<file path="src/rtl/btb_write_ctrl_pkg.sv">
// ---------------------------------------------------------------------------
// btb_write_ctrl_pkg
// Shared definitions for the BTB write controller: default geometry of the
// 2048x16 branch target buffer and the controller state encoding.
// An entry is {valid, pc[12:11], jumppc}. The valid bit is the MSB, so an
// all-zero word is an invalid entry. That is why the sweep writes zeros.
// ---------------------------------------------------------------------------
package btb_write_ctrl_pkg;

  localparam int BTB_ADDR_W = 11;  // index is pc[10:0]
  localparam int BTB_DATA_W = 16;  // entry width, MSB is the valid bit
  localparam int BTB_DEPTH  = 4;   // update FIFO entries

  typedef enum logic {
    ST_SWEEP = 1'b0,  // invalidating every BTB index, BTB not trustworthy
    ST_RUN   = 1'b1   // draining execute-stage updates
  } btb_state_e;

endpackage

</file>
<file path="src/rtl/btb_write_ctrl_upd_fifo.sv">
// ---------------------------------------------------------------------------
// btb_write_ctrl_upd_fifo
// Circular FIFO of pending BTB updates. Every live entry is compared with the
// incoming address in parallel, so the owner can coalesce a new update into
// an entry that is already queued. When that happens the entry's data is
// overwritten in place.
//
// Ports
//   clk, rst             clock, async active-high reset
//   clear                drop all entries (flush)
//   push                 append in_addr/in_data as a new tail entry
//   pop                  remove the head entry
//   coal                 overwrite the data of the matching entry
//   in_addr, in_data     incoming update
//   match                in_addr hits a live entry; the entry popped this
//                        cycle does not count as a hit
//   head_addr, head_data oldest entry
//   level, full, empty   occupancy
// ---------------------------------------------------------------------------
module btb_write_ctrl_upd_fifo
  import btb_write_ctrl_pkg::*;
#(
  parameter int ADDR_W = BTB_ADDR_W,
  parameter int DATA_W = BTB_DATA_W,
  parameter int DEPTH  = BTB_DEPTH,
  parameter int PW     = $clog2(DEPTH),
  parameter int LW     = $clog2(DEPTH) + 1
) (
  input  logic              clk,
  input  logic              rst,
  input  logic              clear,
  input  logic              push,
  input  logic              pop,
  input  logic              coal,
  input  logic [ADDR_W-1:0] in_addr,
  input  logic [DATA_W-1:0] in_data,
  output logic              match,
  output logic [ADDR_W-1:0] head_addr,
  output logic [DATA_W-1:0] head_data,
  output logic [LW-1:0]     level,
  output logic              full,
  output logic              empty
);

  logic [ADDR_W-1:0] addr_mem [DEPTH];
  logic [DATA_W-1:0] data_mem [DEPTH];
  logic [PW-1:0]     rd_ptr_reg;
  logic [PW-1:0]     wr_ptr_reg;
  logic [LW-1:0]     level_reg;
  logic [DEPTH-1:0]  match_vec;
  logic [PW-1:0]     match_idx;

  // A slot is live when its distance from the head is less than the
  // occupancy. The head slot is masked out when it leaves this cycle, so an
  // update to the popped address becomes a fresh tail entry. It does not
  // modify data that is already on its way to the BTB.
  generate
    for (genvar gi = 0; gi < DEPTH; gi++) begin : g_match
      logic [PW-1:0] offs;
      logic          live;
      logic          leaving;
      assign offs         = PW'(gi) - rd_ptr_reg;
      assign live         = {1'b0, offs} < level_reg;
      assign leaving      = pop && (PW'(gi) == rd_ptr_reg);
      assign match_vec[gi] = live && !leaving && (addr_mem[gi] == in_addr);
    end
  endgenerate

  // Coalescing keeps the queued addresses unique, so at most one bit is set.
  always_comb begin
    match_idx = '0;
    for (int i = 0; i < DEPTH; i++) begin
      if (match_vec[i]) match_idx = PW'(i);
    end
  end

  assign match     = |match_vec;
  assign head_addr = addr_mem[rd_ptr_reg];
  assign head_data = data_mem[rd_ptr_reg];
  assign level     = level_reg;
  assign full      = (level_reg == LW'(DEPTH));
  assign empty     = (level_reg == '0);

  // Storage needs no reset because liveness comes from the pointers.
  // When the FIFO is full and pushes and pops in the same cycle, the push
  // lands in the slot being vacated. That is safe because the head is read
  // before the edge.
  always_ff @(posedge clk) begin
    if (!clear) begin
      if (push) begin
        addr_mem[wr_ptr_reg] <= in_addr;
        data_mem[wr_ptr_reg] <= in_data;
      end
      if (coal) begin
        data_mem[match_idx] <= in_data;
      end
    end
  end

  always_ff @(posedge clk or posedge rst) begin
    if (rst) begin
      rd_ptr_reg <= '0;
      wr_ptr_reg <= '0;
      level_reg  <= '0;
    end else if (clear) begin
      rd_ptr_reg <= '0;
      wr_ptr_reg <= '0;
      level_reg  <= '0;
    end else begin
      if (pop)  rd_ptr_reg <= rd_ptr_reg + 1'b1;
      if (push) wr_ptr_reg <= wr_ptr_reg + 1'b1;
      level_reg <= level_reg + LW'(push) - LW'(pop);
    end
  end

endmodule

</file>
<file path="src/rtl/btb_write_ctrl.sv">
// ---------------------------------------------------------------------------
// btb_write_ctrl
// Owns the single write port of the BTB. After reset or a flush it writes
// zero (invalid) to every index. After that it forwards execute-stage
// updates to the BTB. Updates are issued only in cycles where fetch is not
// reading, and they are buffered in a coalescing FIFO while fetch holds the
// port.
//
// Ports
//   clk, rst                         clock, async active-high reset
//   upd_wen, upd_addr, upd_data      execute-stage update request
//   flush_req                        invalidate the whole BTB (1-cycle pulse)
//   fetch_rd                         fetch owns the BTB port this cycle
//   btb_wen, btb_waddr, btb_wdata    registered BTB write port
//   btb_ready                        BTB contents are valid
//   fifo_level                       queued updates after the edge
//   drop_cnt                         saturating count of overflow drops
// ---------------------------------------------------------------------------
module btb_write_ctrl
  import btb_write_ctrl_pkg::*;
#(
  parameter int ADDR_W = BTB_ADDR_W,
  parameter int DATA_W = BTB_DATA_W,
  parameter int DEPTH  = BTB_DEPTH
) (
  input  logic                       clk,
  input  logic                       rst,
  input  logic                       upd_wen,
  input  logic [ADDR_W-1:0]          upd_addr,
  input  logic [DATA_W-1:0]          upd_data,
  input  logic                       flush_req,
  input  logic                       fetch_rd,
  output logic                       btb_wen,
  output logic [ADDR_W-1:0]          btb_waddr,
  output logic [DATA_W-1:0]          btb_wdata,
  output logic                       btb_ready,
  output logic [$clog2(DEPTH):0]     fifo_level,
  output logic [7:0]                 drop_cnt
);

  localparam int LW = $clog2(DEPTH) + 1;

  btb_state_e        state_reg, state_next;
  // One extra bit: the MSB is set once the last index has been written.
  logic [ADDR_W:0]   ptr_reg, ptr_next;
  logic              wen_reg, wen_next;
  logic [ADDR_W-1:0] waddr_reg, waddr_next;
  logic [DATA_W-1:0] wdata_reg, wdata_next;
  logic              ready_reg, ready_next;
  logic [7:0]        drop_reg, drop_next;

  logic              fifo_clear, fifo_push, fifo_pop, fifo_coal;
  logic              fifo_match, fifo_full, fifo_empty;
  logic [ADDR_W-1:0] head_addr;
  logic [DATA_W-1:0] head_data;
  logic [LW-1:0]     level;

  // The pop is decided apart from the update logic because the FIFO's match
  // result depends on it. Keeping it in its own assignment keeps the
  // pop -> match -> push path acyclic.
  assign fifo_pop = (state_reg == ST_RUN) && !flush_req && !fetch_rd && !fifo_empty;

  btb_write_ctrl_upd_fifo #(
    .ADDR_W(ADDR_W),
    .DATA_W(DATA_W),
    .DEPTH (DEPTH)
  ) u_fifo (
    .clk      (clk),
    .rst      (rst),
    .clear    (fifo_clear),
    .push     (fifo_push),
    .pop      (fifo_pop),
    .coal     (fifo_coal),
    .in_addr  (upd_addr),
    .in_data  (upd_data),
    .match    (fifo_match),
    .head_addr(head_addr),
    .head_data(head_data),
    .level    (level),
    .full     (fifo_full),
    .empty    (fifo_empty)
  );

  always_comb begin
    state_next = state_reg;
    ptr_next   = ptr_reg;
    wen_next   = 1'b0;
    waddr_next = waddr_reg;
    wdata_next = wdata_reg;
    ready_next = ready_reg;
    drop_next  = drop_reg;
    fifo_clear = 1'b0;
    fifo_push  = 1'b0;
    fifo_coal  = 1'b0;

    if (flush_req) begin
      // A flush discards any update arriving in the same cycle.
      fifo_clear = 1'b1;
      state_next = ST_SWEEP;
      ptr_next   = '0;
      ready_next = 1'b0;
    end else begin
      case (state_reg)
        ST_SWEEP: begin
          if (ptr_reg[ADDR_W]) begin
            state_next = ST_RUN;
            ready_next = 1'b1;
          end else if (!fetch_rd) begin
            wen_next   = 1'b1;
            waddr_next = ptr_reg[ADDR_W-1:0];
            wdata_next = '0;
            ptr_next   = ptr_reg + 1'b1;
          end
        end
        ST_RUN: begin
          if (fifo_pop) begin
            wen_next   = 1'b1;
            waddr_next = head_addr;
            wdata_next = head_data;
          end
          if (upd_wen) begin
            if (!fetch_rd && fifo_empty) begin
              // The port is idle and nothing is queued, so the update
              // skips the FIFO.
              wen_next   = 1'b1;
              waddr_next = upd_addr;
              wdata_next = upd_data;
            end else if (fifo_match) begin
              fifo_coal = 1'b1;
            end else if (!fifo_full || fifo_pop) begin
              fifo_push = 1'b1;
            end else if (drop_reg != 8'hFF) begin
              drop_next = drop_reg + 8'd1;
            end
          end
        end
        default: begin
          state_next = ST_SWEEP;
        end
      endcase
    end
  end

  always_ff @(posedge clk or posedge rst) begin
    if (rst) begin
      state_reg <= ST_SWEEP;
      ptr_reg   <= '0;
      wen_reg   <= 1'b0;
      waddr_reg <= '0;
      wdata_reg <= '0;
      ready_reg <= 1'b0;
      drop_reg  <= '0;
    end else begin
      state_reg <= state_next;
      ptr_reg   <= ptr_next;
      wen_reg   <= wen_next;
      waddr_reg <= waddr_next;
      wdata_reg <= wdata_next;
      ready_reg <= ready_next;
      drop_reg  <= drop_next;
    end
  end

  assign btb_wen    = wen_reg;
  assign btb_waddr  = waddr_reg;
  assign btb_wdata  = wdata_reg;
  assign btb_ready  = ready_reg;
  assign fifo_level = level;
  assign drop_cnt   = drop_reg;

endmodule
</file>
<file path="config.mk">
export PLATFORM = sky130hd
export DESIGN_NAME = btb_write_ctrl
export DESIGN_NICKNAME = d
export VERILOG_FILES = /design/src/rtl/btb_write_ctrl_pkg.sv /design/src/rtl/btb_write_ctrl_upd_fifo.sv /design/src/rtl/btb_write_ctrl.sv
export SDC_FILE = /design/constraint.sdc
export NUM_CORES = 1
export LEC_CHECK = 0
export CORE_MARGIN = 1
export CORE_UTILIZATION = 52
export DETAILED_ROUTE_END_ITERATION = 6
export PLACE_DENSITY = 0.82
export SYNTH_ARGS = -nofsm -noshare
export SYNTH_HDL_FRONTEND = slang
export SYNTH_SLANG_ARGS = --single-unit
</file>
<file path="constraint.sdc">
create_clock -name clk -period 6.3 [get_ports clk]
set_clock_uncertainty 0.1 [all_clocks]
set_input_delay 0.945 -clock clk [delete_from_list [all_inputs] [get_ports clk]]
set_output_delay 0.945 -clock clk [all_outputs]
set_load 0.05 [all_outputs]
</file>
==> impl_metrics.json <==
{
  "crit_required_ps": 6310,
  "worstSetupStartpointType": "flip-flop",
  "grt_max_degree": 58,
  "startpoint": "u_fifo.rd_ptr_reg[1]",
  "regMostFlops": "u_fifo.data_mem",
  "clock_sinks": 165,
  "clk_latency_ps": 430,
  "powerDensity_nw_per_um2": 246.4,
  "critPathArrivalTime_ps": 4190,
  "avgSynthCellArea_um2": 13.88,
  "ys_types": 50,
  "r2r_start": "u_fifo.rd_ptr_reg[1]",
  "cts_buffers": 17,
  "area_growth_pct": 19.37,
  "fin_cells": 822,
  "syn_inst": 555,
  "timing.final.setup_violations": 0,
  "ant_nets": 0,
  "drt-pass1-iter-count": 5,
  "die_h_um": 123.7,
  "syn_area_um2": 7706,
  "clockRootBuffer": "clkbuf_16",
  "synth_edf_count": 108,
  "synthArstFlopShare": 0.3455,
  "dpl.cell_count": 790,
  "globalRouteOverflowTotal": 0,
  "postCtsHoldBufs": 0,
  "multi_input_area_um2": 2829,
  "drive_gt1_frac": 0.1317,
  "layout.nets": 674,
  "slew_violations": 0,
  "post_cts_resized": 0,
  "cts_tree": "built",
  "min_period_ps": 4182,
  "clk_pin_slew_ps": 60,
  "hold_path.class": "reg -> reg",
  "seq_area_um2": 4671,
  "critPathCaptureType": "flip-flop",
  "rsz0062_at_grt": "false",
  "wl_per_cell_um": 20.84,
  "vias_per_cell": 6.050,
  "vdd_drop_max_mv": 0.2211,
  "worstSetupPathType": "reg -> reg",
  "portBuffers": 71,
  "grt_pass1_wl_um": 27010,
  "floorplan.rows": 44,
  "pre_cts_ws_ps": 1779,
  "yosys_warnings": 0,
  "antenna_cells": 0,
  "drc": 0,
  "timing_hold_violations_final": 0,
  "vias": 4973,
  "synth_top_flop_cell": "edfxtp_1",
  "dp_hpwl_um": 11270,
  "setup_slack_ps": 2118,
  "cts_setup_buffers": 0,
  "drv_cap": 0,
  "synth_seq_cells": 165,
  "die_x_um": 123.7,
  "synth_nets": 604,
  "path_max_fanout": 32,
  "final_util": 0.6353,
  "initial_core_util": 0.5322,
  "fin_crit_sh": 0.6638,
  "max_freq_ghz": 0.2391,
  "gp_congestion": 0.8406,
  "grt.total_usage": 0.2453,
  "num_io_pins": 72,
  "synth_seq_area_share": 0.6059,
  "dieArea_um2": 15310,
  "worstHoldStart": "btb_waddr[10]",
  "cts.path.max_buffers": 2,
  "grt_pass1_vias": 5022,
  "largest_register_ffs": 64,
  "first_iter_violations": 506,
  "tns_ps": 0,
  "status": "completed",
  "leakage_nw": 3.253,
  "cts_max_level": 4,
  "max-slew-margin-rel": 0.4390,
  "routed_wirelength_um": 17130,
  "antenna_found_initial": 1,
  "nFillCells": 1037,
  "core_um2": 14480,
  "worstMarginPinSlew_ps": 835.8
}
-- metal layers --
layer	GRT usage	part of all wire	up-vias
li1	-	-	2225
met1	0.3185	0.41	2516
met2	0.3979	0.51	197
met3	0.05815	0.061	35
met4	0.1009	0.023	0
met5	0	0	-
-- Yosys cell counts, types with 2 or more instances --
library cell / n / area share
mux2i_1: 19 / 0.025
nand3_1: 5 / 0.0032
nand4_1: 13 / 0.011
xor2_1: 35 / 0.040
buf_1: 5 / 0.0024
edfxtp_1: 108 / 0.42
a22oi_1: 2 / 0.0019
a221oi_1: 11 / 0.013
a2111o_1: 4 / 0.0058
nor2_1: 35 / 0.017
xnor2_1: 27 / 0.031
nand2_1: 38 / 0.019
a21oi_1: 8 / 0.0052
mux4_2: 27 / 0.079
nor4_1: 5 / 0.0041
or3_1: 2 / 0.0016
a22o_1: 16 / 0.018
dfrtp_1: 57 / 0.19
a2111oi_0: 2 / 0.0023
buf_2: 4 / 0.0026
nor3b_1: 4 / 0.0039
clkbuf_1: 26 / 0.013
o31ai_1: 2 / 0.0019
and3_1: 4 / 0.0032
and2_1: 4 / 0.0032
inv_1: 13 / 0.0063
o21ai_0: 41 / 0.027
ha_1: 16 / 0.026
-- report_power, final --
group | internal [mW] | switching, mW
logic | 0.0359 | 0.0604
registers | 1.16 | 0.00356
clock network | 0.595 | 0.412
-- cells by family after synthesis --
logic type | synth area share
DFF | 0.6059
adders and majority gates | 0.02858
and+or+nand+nor | 0.07323
xor gates and xnor gates | 0.07047
muxes | 0.1050
AOI/OAI and AO/OA | 0.08979
buffers and inverters | 0.02695
-- worst paths after layout --
kind | endpoint | slack [ps] | cells after the start
setup / recovery | u_fifo.data_mem[2][2] | 2120 | 12
min in group asynchronous | btb_wdata[11] | 930 | 3
hold reg to reg | btb_waddr[10] | 380 | 2
max in group asynchronous | u_fifo.rd_ptr_reg[0] | 4630 | 3
hold / removal | btb_waddr[10] | 380 | 2
setup reg to reg | u_fifo.data_mem[2][2] | 2120 | 12
-- cell usage in the layout (no fill, tap or decap), drive strengths merged, types with 5 or more instances in the layout --
cell type / count
dfrtp: 57
edfxtp: 108
o21ai: 41
nand2: 38
nand4: 13
a221oi: 11
a21oi: 9
mux4: 27
mux2i: 19
xor2: 35
nand3: 5
buf: 17
clkdlybuf4s50: 71
inv: 15
nor2: 35
a22o: 17
ha: 16
clkbuf: 21
xnor2: 27
nor4: 5
clkinv: 6
-- critical path, stage by stage (launching register included) --
cell and delay, ps:
dfrtp_1 320, buf_4 410, inv_1 160, ha_1 360
inv_1 60, ha_1 190, a2111o_1 420, a2111o_1 450
o22ai_4 230, nor3_4 100, or4_4 550, a21oi_1 200
buf_4 300
-- per-stage QoR --
| stage | area, um2 | hold slack, ps | total power [mW] |
|---|---|---|---|
| after floorplan | 7706 | 419.8 | 1.236 |
| after global placement | 8621 | 367.9 | 1.278 |
| after detailed placement | 8621 | 377.0 | 1.282 |
| after CTS | 9199 | 390.9 | 2.280 |
| after global routing | 9199 | 403.9 | 2.332 |
| final | 9199 | 382.8 | 2.266 |
-- layout make-up --
type                    count  share of cell area
multi-input cells         339              0.3075
repair buffers             88             0.09113
clock buffers              21             0.04897
flip-flops and latches    165              0.5078
well taps                 184             0.02503
clock inverters            11             0.01387
inverters                  14            0.005713
No activity file was read; power rests on OpenSTA's default activity.
